<file path="src/rtl/gate_truth_sweep_ctrl_pkg.sv">
// Shared constants for the gate truth-table sweep controller.
package gate_truth_sweep_ctrl_pkg;

  localparam int unsigned CNT_W = 8;
  localparam int unsigned VEC_N = 4;

  // FSM state encodings (binary)
  localparam logic [1:0] ST_IDLE   = 2'd0;
  localparam logic [1:0] ST_DRIVE  = 2'd1;
  localparam logic [1:0] ST_SAMPLE = 2'd2;
  localparam logic [1:0] ST_DONE   = 2'd3;

  // Expected gate output per input vector, bit index = {a,b}
  localparam logic [VEC_N-1:0] TT_AND  = 4'b1000;
  localparam logic [VEC_N-1:0] TT_OR   = 4'b1110;
  localparam logic [VEC_N-1:0] TT_XOR  = 4'b0110;
  localparam logic [VEC_N-1:0] TT_NAND = 4'b0111;

  // Drive pair presented to the gate under check
  typedef struct packed {
    logic a;
    logic b;
  } gate_drv_t;

  // Map a vector index onto the gate inputs: a is the MSB, b the LSB
  function automatic gate_drv_t vec_drive(input logic [1:0] idx);
    gate_drv_t d;
    d.a = idx[1];
    d.b = idx[0];
    return d;
  endfunction

endpackage

</file>
<file path="src/rtl/gate_truth_sweep_ctrl_if.sv">
// Control/status and gate-side signals of the sweep controller.
interface gate_truth_sweep_ctrl_if;
  import gate_truth_sweep_ctrl_pkg::*;

  logic             start;
  logic             abort;
  logic             gate_a;
  logic             gate_b;
  logic             gate_y;
  logic             busy;
  logic             done;
  logic             pass;
  logic [VEC_N-1:0] err_vec;

  // Controller side
  modport master (
    input  start, abort, gate_y,
    output gate_a, gate_b, busy, done, pass, err_vec
  );

  // Environment side: requester plus the gate under check
  modport slave (
    output start, abort, gate_y,
    input  gate_a, gate_b, busy, done, pass, err_vec
  );

endinterface

</file>
<file path="src/rtl/gate_truth_sweep_ctrl_hold_counter.sv">
// Loadable up-counter timing how long each vector is held on the gate.
module gate_truth_sweep_ctrl_hold_counter
  import gate_truth_sweep_ctrl_pkg::*;
#(
  parameter int unsigned HOLD_CYCLES = 2
) (
  input  logic clk,
  input  logic rst_n,
  input  logic clr_i,
  input  logic en_i,
  output logic tc_c_o
);

  logic [CNT_W-1:0] cnt_q;
  logic [CNT_W-1:0] cnt_d;

  // Clear has priority over count
  always_comb begin
    cnt_d = cnt_q;
    if (clr_i) begin
      cnt_d = '0;
    end else if (en_i) begin
      cnt_d = cnt_q + CNT_W'(1);
    end
  end

  // Count register
  always_ff @(posedge clk or negedge rst_n) begin
    if (!rst_n) begin
      cnt_q <= '0;
    end else begin
      cnt_q <= cnt_d;
    end
  end

  // High on the counting cycle that completes the hold window
  assign tc_c_o = en_i && ((cnt_q + CNT_W'(1)) == CNT_W'(HOLD_CYCLES));

endmodule

</file>
<file path="src/rtl/gate_truth_sweep_ctrl.sv">
// Sweeps a 2-input gate through all four vectors and checks it against TRUTH.
module gate_truth_sweep_ctrl
  import gate_truth_sweep_ctrl_pkg::*;
#(
  parameter int unsigned      HOLD_CYCLES = 2,
  parameter logic [VEC_N-1:0] TRUTH       = TT_AND
) (
  input  logic                    clk,
  input  logic                    rst_n,
  gate_truth_sweep_ctrl_if.master bus
);

  if (HOLD_CYCLES == 0 || HOLD_CYCLES > 255) begin : g_hold_illegal
    $error("gate_truth_sweep_ctrl: HOLD_CYCLES=%0d outside 1..255", HOLD_CYCLES);
  end

  logic [1:0]       state_q, state_d;
  logic [1:0]       idx_q, idx_d;
  logic [VEC_N-1:0] err_q, err_d;
  gate_drv_t        gate_q, gate_d;
  logic             busy_q, busy_d;
  logic             done_q, done_d;
  logic             pass_q, pass_d;
  logic             cnt_clr_c;
  logic             cnt_en_c;
  logic             hold_tc_c;

  gate_truth_sweep_ctrl_hold_counter #(
    .HOLD_CYCLES (HOLD_CYCLES)
  ) u_hold (
    .clk    (clk),
    .rst_n  (rst_n),
    .clr_i  (cnt_clr_c),
    .en_i   (cnt_en_c),
    .tc_c_o (hold_tc_c)
  );

  // Next-state, vector index, error capture and registered-output values
  always_comb begin
    state_d   = state_q;
    idx_d     = idx_q;
    err_d     = err_q;
    cnt_clr_c = 1'b0;
    cnt_en_c  = 1'b0;

    case (state_q)
      ST_IDLE, ST_DONE: begin
        if (bus.start) begin
          state_d   = ST_DRIVE;
          idx_d     = '0;
          err_d     = '0;
          cnt_clr_c = 1'b1;
        end
      end
      ST_DRIVE: begin
        cnt_en_c = 1'b1;
        if (hold_tc_c) begin
          state_d = ST_SAMPLE;
        end
      end
      ST_SAMPLE: begin
        err_d[idx_q] = (bus.gate_y != TRUTH[idx_q]);
        cnt_clr_c    = 1'b1;
        if (idx_q == 2'd3) begin
          state_d = ST_DONE;
        end else begin
          idx_d   = idx_q + 2'd1;
          state_d = ST_DRIVE;
        end
      end
      default: begin
        state_d = ST_IDLE;
      end
    endcase

    // Abort beats everything, including a same-cycle start; results so far are kept
    if (bus.abort) begin
      state_d   = ST_IDLE;
      idx_d     = idx_q;
      err_d     = err_q;
      cnt_clr_c = 1'b1;
    end

    busy_d = (state_d == ST_DRIVE) || (state_d == ST_SAMPLE);
    gate_d = busy_d ? vec_drive(idx_d) : '0;
    done_d = (state_d == ST_DONE);
    pass_d = done_d && (err_d == '0);
  end

  // State and output registers
  always_ff @(posedge clk or negedge rst_n) begin
    if (!rst_n) begin
      state_q <= ST_IDLE;
      idx_q   <= '0;
      err_q   <= '0;
      gate_q  <= '0;
      busy_q  <= 1'b0;
      done_q  <= 1'b0;
      pass_q  <= 1'b0;
    end else begin
      state_q <= state_d;
      idx_q   <= idx_d;
      err_q   <= err_d;
      gate_q  <= gate_d;
      busy_q  <= busy_d;
      done_q  <= done_d;
      pass_q  <= pass_d;
    end
  end

  assign bus.gate_a  = gate_q.a;
  assign bus.gate_b  = gate_q.b;
  assign bus.busy    = busy_q;
  assign bus.done    = done_q;
  assign bus.pass    = pass_q;
  assign bus.err_vec = err_q;

endmodule

</file>
<file path="src/flat_wrapper.sv">
// flat-port wrapper written by rule: the top's interface ports become plain ports
module gate_truth_sweep_ctrl_flat import gate_truth_sweep_ctrl_pkg::*;
#(
  parameter int unsigned      HOLD_CYCLES = 2,
  parameter logic [VEC_N-1:0] TRUTH       = TT_AND
)
  (clk, rst_n, bus_start, bus_abort, bus_gate_y, bus_gate_a, bus_gate_b, bus_busy, bus_done, bus_pass, bus_err_vec);
  gate_truth_sweep_ctrl_if bus_i ();
  input  logic clk;
  input  logic rst_n;
  input wire logic [$bits(bus_i.start)-1:0] bus_start;
  input wire logic [$bits(bus_i.abort)-1:0] bus_abort;
  input wire logic [$bits(bus_i.gate_y)-1:0] bus_gate_y;
  output wire logic [$bits(bus_i.gate_a)-1:0] bus_gate_a;
  output wire logic [$bits(bus_i.gate_b)-1:0] bus_gate_b;
  output wire logic [$bits(bus_i.busy)-1:0] bus_busy;
  output wire logic [$bits(bus_i.done)-1:0] bus_done;
  output wire logic [$bits(bus_i.pass)-1:0] bus_pass;
  output wire logic [$bits(bus_i.err_vec)-1:0] bus_err_vec;
  assign bus_i.start = bus_start;
  assign bus_i.abort = bus_abort;
  assign bus_i.gate_y = bus_gate_y;
  assign bus_gate_a = bus_i.gate_a;
  assign bus_gate_b = bus_i.gate_b;
  assign bus_busy = bus_i.busy;
  assign bus_done = bus_i.done;
  assign bus_pass = bus_i.pass;
  assign bus_err_vec = bus_i.err_vec;
  gate_truth_sweep_ctrl #(.HOLD_CYCLES(HOLD_CYCLES), .TRUTH(TRUTH)) u_core (.clk(clk), .rst_n(rst_n), .bus(bus_i));
endmodule
</file>
<file path="config.mk">
export PLATFORM = sky130hd
export DESIGN_NAME = gate_truth_sweep_ctrl_flat
export DESIGN_NICKNAME = d
export VERILOG_FILES = /design/src/rtl/gate_truth_sweep_ctrl_pkg.sv /design/src/rtl/gate_truth_sweep_ctrl_if.sv /design/src/rtl/gate_truth_sweep_ctrl_hold_counter.sv /design/src/rtl/gate_truth_sweep_ctrl.sv /design/src/flat_wrapper.sv
export SDC_FILE = /design/constraint.sdc
export NUM_CORES = 1
export LEC_CHECK = 0
export CAP_MARGIN = 20
export CORE_MARGIN = 2
export CORE_UTILIZATION = 45
export CTS_CLUSTER_SIZE = 28
export DETAILED_ROUTE_END_ITERATION = 8
export PLACE_DENSITY = 0.67
export SLEW_MARGIN = 20
export SYNTH_ARGS = -nofsm -noshare
export SYNTH_HDL_FRONTEND = slang
export SYNTH_SLANG_ARGS = --single-unit
</file>
<file path="constraint.sdc">
create_clock -name clk -period 3.1 [get_ports clk]
set_clock_uncertainty 0.05 [all_clocks]
set_input_delay 0.465 -clock clk [delete_from_list [all_inputs] [get_ports clk]]
set_output_delay 0.465 -clock clk [all_outputs]
set_load 0.02 [all_outputs]
</file>
==> results of run 1 <==
## cell usage in the layout (no fill, tap or decap), types with 3 or more instances in the layout
cell type | synthesis | layout
dfrtp_1 | 21 | 21
clkdlybuf4s50_1 | 0 | 13
o21ai_0 | 10 | 10
nand2_1 | 8 | 8
nand3_1 | 7 | 7
inv_1 | 6 | 6
nor2_1 | 6 | 6
nand2b_1 | 5 | 5
ha_1 | 5 | 5
xor2_1 | 3 | 3
nand4_1 | 3 | 3
clkbuf_4 | 0 | 3
## layout make-up
class,instances,share of cell area [%]
Sequential cell,21,39.1
Clock buffer,3,1.68
Inverter,6,1.68
Clock inverter,1,0.372
Multi-Input combinational cell,87,44.7
Timing Repair Buffer,13,9.68
Tap cell,30,2.79
## critical path: cells and delay by family (launching register included)
kind / cells / cell delay (ns)
DFF: 1 / 0.40
adders and majority gates: 2 / 0.58
AOI/OAI and AO/OA: 3 / 0.63
and+or+nand+nor: 2 / 0.41
buffers and inverters: 1 / 0.08
## per-layer routing
layer	part of all wire [%]	track usage (%)	vias up
met2	51	34.9	33
met3	4.9	5.91	5
met4	1.0	5.69	0
met5	0	0	-
li1	-	-	463
met1	43	23.0	483
## report_power, final
part | internal, mW | total, mW | switching [mW] | leakage, nW
clock network | 0.0482 | 0.134 | 0.0856 | 0.0177
registers | 0.317 | 0.359 | 0.0425 | 0.288
logic | 0.154 | 0.379 | 0.225 | 0.241
## cell families (layout without fill, tap and decap cells)
kind of cell	Yosys count	in the layout	share of synthesized area, %
buffers and inverters	13	23	4.36
adders and majority gates	5	5	5.31
and+or+nand+nor	42	42	20.1
AOI/OAI and AO/OA	36	36	22.6
xor gates and xnor gates	4	4	2.98
DFF	21	21	44.6
## stage by stage
step | area [sq um] | worst slack, ns | utilization, % | instances | hold WS (ns)
floorplan | 1180 | 1.12 | - | 121 | 0.119
global placement | 1320 | 0.791 | 53.1 | 157 | 0.452
detailed placement | 1320 | 0.726 | 53.1 | 157 | 0.457
CTS | 1340 | 0.879 | 54.2 | 161 | 0.486
global route | 1340 | 0.657 | 54.2 | 161 | 0.545
finish | 1340 | 0.873 | 54.2 | 161 | 0.493
## worst min path at each step
stage	to	startpoint	slack, ns	depth (start not counted)
global placement	u_core.u_hold.cnt_q[6]	u_core.u_hold.cnt_q[6]	0.45	1
finish	u_core.u_hold.cnt_q[6]	u_core.u_hold.cnt_q[6]	0.49	1
global route	u_core.u_hold.cnt_q[6]	u_core.u_hold.cnt_q[6]	0.55	1
CTS	u_core.u_hold.cnt_q[6]	u_core.u_hold.cnt_q[6]	0.49	1
detailed placement	u_core.u_hold.cnt_q[6]	u_core.u_hold.cnt_q[6]	0.46	1
floorplan	u_core.bus.busy	rst_n	0.12	0
## flip-flops by register name (all words and copies together) (netlist names)
| name | flops |
|---|---|
| u_core.idx_q | 2 |
| u_core.bus.gate_a | 1 |
| u_core.bus.busy | 1 |
| u_core.state_q | 2 |
| u_core.bus.err_vec | 4 |
| u_core.bus.done | 1 |
| u_core.bus.pass | 1 |
| u_core.bus.gate_b | 1 |
| u_core.u_hold.cnt_q | 8 |
==> flow_summary.rst, run 1 <==
.. list-table::
   :header-rows: 1

   * - Metric
     - Value
   * - Highest clock rate
     - 449 MHz
   * - Antenna violations before repair
     - 0
   * - Hold/Removal Path Class
     - flop to flop
   * - Nets
     - roughly 140
   * - Type of the worst setup path
     - flop to flop
   * - Initial core utilization
     - 47.5%
   * - CP Capture Type
     - flop
   * - Per-cell via count in the routed design
     - between 6 and 7
   * - Drc violations
     - 0
   * - Post-synth EDFFs
     - 0
   * - Clock-pin slew on the worst setup and hold paths
     - between 0.1 and 0.15 ns
   * - First-pass iteration count of the detailed router
     - 4
   * - Critical Path End
     - u_core.bus.pass
   * - Netlist cell types
     - 45
   * - Number of buffer cells added on primary ports
     - 13
   * - Top cells by area, synth
     - dfrtp_1 45%, ha_1 5.3%, o21ai_0 4.3%
   * - Register bit count reported by yosys
     - 21
   * - Routability cong.
     - about 0.83
   * - Clock Sinks
     - 21
   * - CP startpoint kind
     - flop
   * - Synth warn
     - 0
   * - Syn_area_per_cell
     - 9.73 sq um
   * - Proportion of synthesized flip-flops having asynchronous set or reset
     - 100%
   * - Max-capacitance violation count
     - 0
   * - Cell taking the most area after synthesis
     - dfrtp_1
   * - Worst setup path startpoint
     - u_core.state_q[0]
   * - FF/Latch Area
     - 526 sq um
   * - Transition time at the pin with the least slew margin
     - 0.970 ns
   * - Routed length per placed instance
     - 15.4 microns
   * - Std cell rows
     - 18
   * - Filler cell count
     - about 240
   * - Post-synth net total
     - around 130
   * - Worst max-slew margin expressed relative to the limit
     - 35.1%
   * - Wire length of the first global-routing pass
     - slightly above 4 mm
   * - Number of buffers on the longest clock path
     - 2
   * - Final Hold Fails
     - 0
   * - Period utilization
     - 71.8%
   * - GRT Residual Overflow
     - 0
   * - Setup Fix Bufs, Post-CTS
     - 0
   * - Standard cell core area
     - 2480 sq um
   * - Power, Total
     - 0.872 mW
   * - Pin count of the biggest net entering global routing
     - 22
   * - Setup TNS Final
     - 0 ns
   * - Total global-route track usage
     - 19.8%
   * - Tmin final
     - 2.23 ns
   * - Fraction of final layout cells sized beyond drive strength 1
     - 7.63%
   * - Worst path cell trace
     - inv_1, ha_1, and2b_1, a221oi_1, o21a_1, ha_1, o221ai_1, nor4_2
   * - Final setup viols
     - 0
   * - Flip-flop cell with the highest count after synthesis
     - dfrtp_1
   * - Flop-to-flop setup slack
     - a little under 0.9 ns
   * - Sequential share of the synthesized area
     - around 45%
   * - Root buffer selected by CTS
     - clkbuf_4
   * - Data arrival time of the critical path
     - ~2.4 ns
   * - Syn-to-layout area delta
     - 14.1%
   * - Via count of the first global-routing pass
     - 877
   * - Critical path's most frequent cell
     - ha_1
   * - Die boundary width
     - about 55 microns
   * - Proportion of netlist area held by the largest area contributor
     - 44.6%
   * - Required arrival time at the worst endpoint
     - 3.28 ns
   * - First DRT Iteration DRCs
     - 18
   * - H-tree levels
     - 1
   * - Vias after detailed routing
     - 984
   * - Worst skew pair latency
     - 0.31 ns
   * - Maximum net fanout on the critical path
     - 6
   * - Post-CTS Hold Buffers
     - 0
   * - Top-Level Pins
     - 14
   * - Area occupied by multi-input gates
     - 601 sq um
   * - Logic depth of the worst register-to-register path
     - 8
   * - Resize count post-CTS
     - 0
   * - Die outline area
     - around 3000 sq um
   * - Cell with the biggest individual delay on the critical path
     - dfrtp_1
   * - Total wire length after detailed routing
     - 2.48 mm
   * - Remaining number of nets flagged by the antenna check after routing
     - 0
   * - Die Span Y
     - around 55 microns
   * - VDD IR-drop max
     - 324 uV
   * - Cell count after synthesis
     - between 100 and 150
   * - Netlist area before placement
     - 1180 sq um
   * - RSZ-0062 raised after global routing
     - no
   * - Estimated wirelength of the detail-placed design
     - 1.76 mm
   * - Fin. max-slew vios
     - 0
   * - Final antenna diode count
     - 0
   * - Leakage power summed over all cells
     - approximately 0.55 nW
   * - R2r startpoint
     - u_core.state_q[0]
   * - Top-count cell post-synth
     - dfrtp_1
   * - Power density over the cells
     - between 600 and 700 nW/um^2
   * - CP peak stage delay
     - ~0.40 ns
   * - Leading post-synthesis cells by instance count
     - 21 x dfrtp_1, 10 x o21ai_0, 8 x nand2_1
   * - Num CTS Buffers
     - 3
   * - End of the worst register-to-register path
     - u_core.bus.pass
   * - Clock tree from TritonCTS
     - built
   * - Outcome
     - finished, final reports clean
Note: power is estimated with default switching activity, not from simulation.
==> run 2: changes to the inputs <==
clock period = 2.12 ns   (was 3.1 ns; I/O delays follow)
==> flow_summary.rst, run 2 (synthesized netlist as in run 1, its figures left out) <==
.. list-table::
   :header-rows: 1

   * - Metric
     - Value
   * - Number of buffers on the longest clock path
     - 2 (unchanged)
   * - Wire length the detailed router placed on met1
     - 1.15 mm (+7.3%)
   * - Post-CTS Hold Buffers
     - 0 (unchanged)
   * - Vias after detailed routing
     - 994 (+1.0%)
   * - First DRT Iteration DRCs
     - 19 (+1)
   * - Highest clock rate
     - 499 MHz (+11%)
   * - Commonest cells after routing, fill and taps aside
     - 20 x dfrtp_1, 14 x buf_4, 13 x clkdlybuf4s50_1
   * - CP peak stage delay
     - 0.40 ns (about the same)
   * - Data arrival time of the critical path
     - 2.18 ns (-0.22 ns)
   * - Die outline area
     - 3040 sq um (unchanged)
   * - Nets
     - 156 (+9.9%)
   * - First-pass iteration count of the detailed router
     - 4 (unchanged)
   * - Die Span Y
     - 55.2 microns (unchanged)
   * - Clock Sinks
     - 21 (unchanged)
   * - Worst path cell trace
     - buf_4, ha_4, and2b_1, a221oi_2, o21a_1, ha_2, and2_1
   * - Cell with the biggest individual delay on the critical path
     - dfrtp_1
   * - Clock tree from TritonCTS
     - built
   * - Max reg flops
     - 8 (unchanged)
   * - VDD IR-drop max
     - 727 uV (+120%)
   * - Non-filler instance count after layout
     - 175 (+8.7%)
   * - Remaining number of nets flagged by the antenna check after routing
     - 0 (unchanged)
   * - Minimum setup slack in the final design
     - 0.117 ns (-0.756 ns)
   * - Final antenna diode count
     - 0 (unchanged)
   * - End of the worst register-to-register path
     - u_core.bus.gate_a
   * - Fin. max-slew vios
     - 0 (unchanged)
   * - Estimated wirelength of the detail-placed design
     - 1.78 mm (+1.2%)
   * - Syn-to-layout area delta
     - 26.9%
   * - Tmin final
     - 2.00 ns (-0.224 ns)
   * - Flop-to-flop setup slack
     - 0.12 ns (-0.76 ns)
   * - Num CTS Buffers
     - 3 (unchanged)
   * - Final setup viols
     - 0 (unchanged)
   * - Most frequent standard cell in the layout excluding fill and tap cells
     - dfrtp_1
   * - Logic depth of the worst register-to-register path
     - 7 (-1)
   * - Cell Count Post-Placement
     - 169 (+7.6%)
   * - Root buffer selected by CTS
     - clkbuf_4
   * - Standard cell core area
     - 2480 sq um (unchanged)
   * - Largest register by flop count
     - u_core.u_hold.cnt_q
   * - Outcome
     - finished, final reports clean
   * - Top-Level Pins
     - 14 (unchanged)
   * - Total global-route track usage
     - 18.3% (-1.5 points)
   * - Final standard cell utilization of the core
     - 60.3% (+6.1 points)
   * - Power density over the cells
     - 969 nW/um^2 (+49%)
   * - Std cell rows
     - 18 (unchanged)
   * - Required arrival time at the worst endpoint
     - 2.29 ns (-0.99 ns)
   * - Drc violations
     - 0 (unchanged)
   * - Worst Setup Slack post-DPL
     - -0.00564 ns (-0.732 ns)
   * - R2r startpoint
     - u_core.state_q[1]
   * - Via count of the first global-routing pass
     - 855 (-2.5%)
   * - Total wire length after detailed routing
     - 2.50 mm (+0.97%)
   * - CP Capture Type
     - flop
   * - Routed wire length on met3
     - 99 microns (-18%)
   * - Clock-pin slew on the worst setup and hold paths
     - 0.12 ns (about the same)
   * - GRT Residual Overflow
     - 0 (unchanged)
   * - Wire length of the first global-routing pass
     - 3.83 mm (-7.8%)
   * - Number of buffer cells added on primary ports
     - 13 (unchanged)
   * - Setup TNS Final
     - 0 ns (unchanged)
   * - H-tree levels
     - 1 (unchanged)
   * - Sum of met2 wire segment lengths after detailed routing
     - 1.21 mm (-4.3%)
   * - Fraction of final layout cells sized beyond drive strength 1
     - 22.1% (+14 points)
   * - Worst skew pair latency
     - 0.32 ns (about the same)
   * - Worst max-slew margin expressed relative to the limit
     - 72.0% (+37 points)
   * - Routability cong.
     - 0.807 (-3.4%)
   * - Hold/Removal Path Class
     - input port to asynchronous set/reset pin
   * - Filler cell count
     - 220 (-7.6%)
   * - Leakage power summed over all cells
     - 0.612 nW (+12%)
   * - Top layer reached by signal wires
     - met4
   * - Maximum net fanout on the critical path
     - 6 (unchanged)
   * - Routed length per placed instance
     - 14.3 microns (-7.1%)
   * - Die boundary width
     - 55.2 microns (unchanged)
   * - Pin count of the biggest net entering global routing
     - 22 (unchanged)
   * - Period utilization
     - 94.5% (+23 points)
   * - CP startpoint kind
     - flop
   * - Initial core utilization
     - 47.5% (unchanged)
   * - Per-cell via count in the routed design
     - 5.68 (-7.1%)
   * - Max-capacitance violation count
     - 0 (unchanged)
   * - Final Hold Fails
     - 0 (unchanged)
   * - Transition time at the pin with the least slew margin
     - 0.418 ns (-0.552 ns)
   * - Antenna violations before repair
     - 0 (unchanged)
   * - Type of the worst setup path
     - flop to flop
==> run 2: area by class of cell <==
class / instances / area, sq um / area share (%)
Timing Repair Buffer: 27 / 235 / 15.7
Inverter: 6 / 22.5 / 1.51
Tap cell: 30 / 37.5 / 2.51
Sequential cell: 21 / 527 / 35.3
Multi-Input combinational cell: 87 / 642 / 43.0
Clock inverter: 1 / 7.51 / 0.503
Clock buffer: 3 / 22.5 / 1.51
==> run 2: report_power, final <==
| group | internal, mW | switching [mW] |
|---|---|---|
| clock | 0.0722 | 0.134 |
| combinational | 0.344 | 0.383 |
| sequential | 0.463 | 0.0513 |
==> run 2: routing by layer <==
layer	track usage [%]	vias to the layer above
met2	29.6	19
met1	22.6	481
met4	9.35	0
met5	0	-
li1	-	489
met3	4.57	5
==> run 2: worst max-delay path: cells and delay by family, from the launching register on <==
family | cells | cell delay (ns)
AO/OA/AOI/OAI | 2 | 0.45
adder cells (fa/ha/maj) | 2 | 0.52
buffers and inverters | 1 | 0.15
flip-flops | 1 | 0.40
AND/OR/NAND/NOR | 2 | 0.32
==> run 2: what timing repair did <==
action | 4_1_cts | 5_1_grt
resized for setup | 0 | 9
setup endpoints to repair | 0 | 3
buffers inserted | 0 | 2
==> run 2: worst max path at each step <==
stage                      start           endpoint  slack, ns  cells past startpoint
2_1_floorplan  u_core.state_q[0]    u_core.bus.pass       0.14                      8
3_3_place_gp           bus_start  u_core.bus.gate_a       0.04                      6
3_5_place_dp           bus_start    u_core.bus.pass     -0.006                      7
4_1_cts        u_core.state_q[0]    u_core.bus.pass      0.008                      8
5_1_grt        u_core.state_q[1]    u_core.bus.pass      -0.03                      9
6_report       u_core.state_q[1]  u_core.bus.gate_a       0.12                      7
==> run 2: through the flow <==
stage | power [mW] | hold WS (ns) | area (sq um)
floorplan | 0.921 | -0.0276 | 1180
finish | 1.45 | 0.280 | 1490
global placement | 1.15 | 0.462 | 1410
detailed placement | 1.17 | 0.470 | 1410
CTS | 1.38 | 0.273 | 1440
global route | 1.56 | 0.283 | 1490
==> run 3: changes to the inputs <==
SKIP_LAST_GASP = 1   (was default)
==> flow_summary.rst, run 3 (synthesized netlist as in run 1, its figures left out) <==
.. list-table::
   :header-rows: 1

   * - Metric
     - Value
   * - Outcome
     - finished, final reports clean
   * - Worst path cell trace
     - buf_4, ha_4, and2b_1, a221oi_1, o21a_1, ha_1, o221ai_1, nor4_2
   * - Post-CTS Hold Buffers
     - 0 (unchanged)
   * - Logic depth of the worst register-to-register path
     - 8 (+1)
   * - Per-cell via count in the routed design
     - 5.69 (+0.10%)
   * - Std cell rows
     - 18 (unchanged)
   * - CP Capture Type
     - flop
   * - Type of the worst setup path
     - flop to flop
   * - Tmin final
     - 2.05 ns (+0.0466 ns)
   * - Global Route met2 Usage
     - 29.6% (unchanged)
   * - Estimated wirelength of the detail-placed design
     - 1.78 mm (unchanged)
   * - First-pass iteration count of the detailed router
     - 4 (unchanged)
   * - Clock tree from TritonCTS
     - built
   * - Final antenna diode count
     - 0 (unchanged)
   * - Leakage power summed over all cells
     - 0.613 nW (+0.11%)
   * - Die boundary width
     - 55.2 microns (unchanged)
   * - Total wire length after detailed routing
     - 2.49 mm (-0.52%)
   * - Power density over the cells
     - 963 nW/um^2 (-0.68%)
   * - Via count of the first global-routing pass
     - 855 (unchanged)
   * - End of the worst register-to-register path
     - u_core.bus.pass
   * - CP startpoint kind
     - flop
   * - Global Route met3 Usage
     - 4.57% (unchanged)
   * - Nets
     - 156 (unchanged)
   * - Hold/Removal Path Class
     - input port to asynchronous set/reset pin
   * - Final setup viols
     - 0 (unchanged)
   * - Worst skew pair latency
     - 0.31 ns (about the same)
   * - GRT busiest layer
     - met2
   * - Worst max-slew margin expressed relative to the limit
     - 72.1% (about the same)
   * - CP peak stage delay
     - 0.40 ns (about the same)
   * - Max reg flops
     - 8 (unchanged)
   * - Wire length of the first global-routing pass
     - 3.83 mm (unchanged)
   * - Drc violations
     - 0 (unchanged)
   * - Syn-to-layout area delta
     - 26.1%
   * - VDD IR-drop max
     - 712 uV (-2.0%)
   * - Number of buffers on the longest clock path
     - 2 (unchanged)
   * - Met1 Track Usage GR
     - 22.6% (unchanged)
   * - Period utilization
     - 96.7% (+2.2 points)
   * - H-tree levels
     - 1 (unchanged)
   * - Initial core utilization
     - 47.5% (unchanged)
   * - Setup TNS Final
     - 0 ns (unchanged)
   * - RSZ-0062 raised after global routing
     - yes
   * - Fin. max-slew vios
     - 0 (unchanged)
   * - Num CTS Buffers
     - 3 (unchanged)
   * - Total global-route track usage
     - 18.3% (unchanged)
   * - Transition time at the pin with the least slew margin
     - 0.417 ns (-0.000774 ns)
   * - Largest register by flop count
     - u_core.u_hold.cnt_q
   * - Required arrival time at the worst endpoint
     - 2.30 ns (about the same)
   * - Top-Level Pins
     - 14 (unchanged)
   * - Max-capacitance violation count
     - 0 (unchanged)
   * - First DRT Iteration DRCs
     - 16 (-3)
   * - Cell Count Post-Placement
     - 169 (unchanged)
   * - GRT Residual Overflow
     - 0 (unchanged)
   * - Non-filler instance count after layout
     - 175 (unchanged)
   * - Root buffer selected by CTS
     - clkbuf_4
   * - Die outline area
     - 3040 sq um (unchanged)
   * - Number of buffer cells added on primary ports
     - 13 (unchanged)
   * - Clock Sinks
     - 21 (unchanged)
   * - Flop-to-flop setup slack
     - 0.07 ns (-0.05 ns)
   * - Power, Total
     - 1.43 mW (-1.3%)
   * - Routed length per placed instance
     - 14.2 microns (-0.52%)
   * - Maximum net fanout on the critical path
     - 6 (unchanged)
   * - Routability cong.
     - 0.807 (unchanged)
   * - Clock-pin slew on the worst setup and hold paths
     - 0.12 ns (about the same)
   * - R2r startpoint
     - u_core.state_q[1]
   * - Data arrival time of the critical path
     - 2.23 ns (+0.05 ns)
   * - Final standard cell utilization of the core
     - 59.9% (-0.35 points)
   * - Highest clock rate
     - 488 MHz (-2.3%)
   * - Final Hold Fails
     - 0 (unchanged)
   * - Cell with the biggest individual delay on the critical path
     - dfrtp_1
   * - Antenna violations before repair
     - 0 (unchanged)
   * - Die Span Y
     - 55.2 microns (unchanged)
   * - Commonest cells after routing, fill and taps aside
     - 20 x dfrtp_1, 14 x buf_4, 13 x clkdlybuf4s50_1
   * - Filler cell count
     - 220 (unchanged)
   * - Vias after detailed routing
     - 995 (+0.10%)
   * - Remaining number of nets flagged by the antenna check after routing
     - 0 (unchanged)
   * - Standard cell core area
     - 2480 sq um (unchanged)
   * - Fraction of final layout cells sized beyond drive strength 1
     - 20.7% (-1.4 points)
   * - Most frequent standard cell in the layout excluding fill and tap cells
     - dfrtp_1
   * - Pin count of the biggest net entering global routing
     - 22 (unchanged)
-- run 3: cell types whose count changed in the layout (fill, tap and decap cells not counted) --
cell / change
a221oi_2: -1
a221oi_1: +1
ha_2: -1
ha_1: +1
-- run 3: how the worst max path moves through the flow --
stage / startpoint / cells after the start / end
3_3_place_gp: bus_start / 6 / u_core.bus.gate_a
6_report: u_core.state_q[1] / 8 / u_core.bus.pass
4_1_cts: u_core.state_q[0] / 8 / u_core.bus.pass
5_1_grt: u_core.state_q[1] / 8 / u_core.bus.pass
2_1_floorplan: u_core.state_q[0] / 8 / u_core.bus.pass
3_5_place_dp: bus_start / 7 / u_core.bus.pass
-- run 3: layout make-up --
cell class	instances	area, sq um	area share (%)
multi-input cells	87	633	42.6
flip-flops and latches	21	527	35.5
repair buffers	27	235	15.8
well taps	30	37.5	2.53
clock buffers	3	22.5	1.52
inverters	6	22.5	1.52
clock inverters	1	7.51	0.505
-- run 3: per-stage QoR --
stage,setup WS [ns],area (sq um),hold WS (ns)
5_1_grt,-0.0385,1490,0.285
3_5_place_dp,-0.00564,1410,0.470
2_1_floorplan,0.139,1180,-0.0276
3_3_place_gp,0.0368,1410,0.462
6_report,0.0702,1490,0.285
4_1_cts,0.00802,1440,0.273
-- run 3: power by group --
part / internal [mW] / switching, mW / total, mW
Sequential: 0.463 / 0.0517 / 0.515
Clock: 0.0720 / 0.130 / 0.202
Combinational: 0.338 / 0.375 / 0.712
-- run 3: critical path, delay by kind of cell, from the launching register on --
family                   cells  cell delay, ns
AO/OA/AOI/OAI                3            0.62
AND/OR/NAND/NOR              2            0.32
buffers and inverters        1            0.15
flip-flops                   1            0.40
adder cells (fa/ha/maj)      2            0.43
-- run 3: timing repair --
item	4_1_cts	5_1_grt
resized for setup	0	7
setup endpoints to repair	0	3
setup buffers	0	2
-- run 3: per-layer routing --
metal	wire, microns	vias to the layer above
li1	-	488
met1	1120	487
met2	1240	16
met3	83	4
met4	42	0
met5	0	-
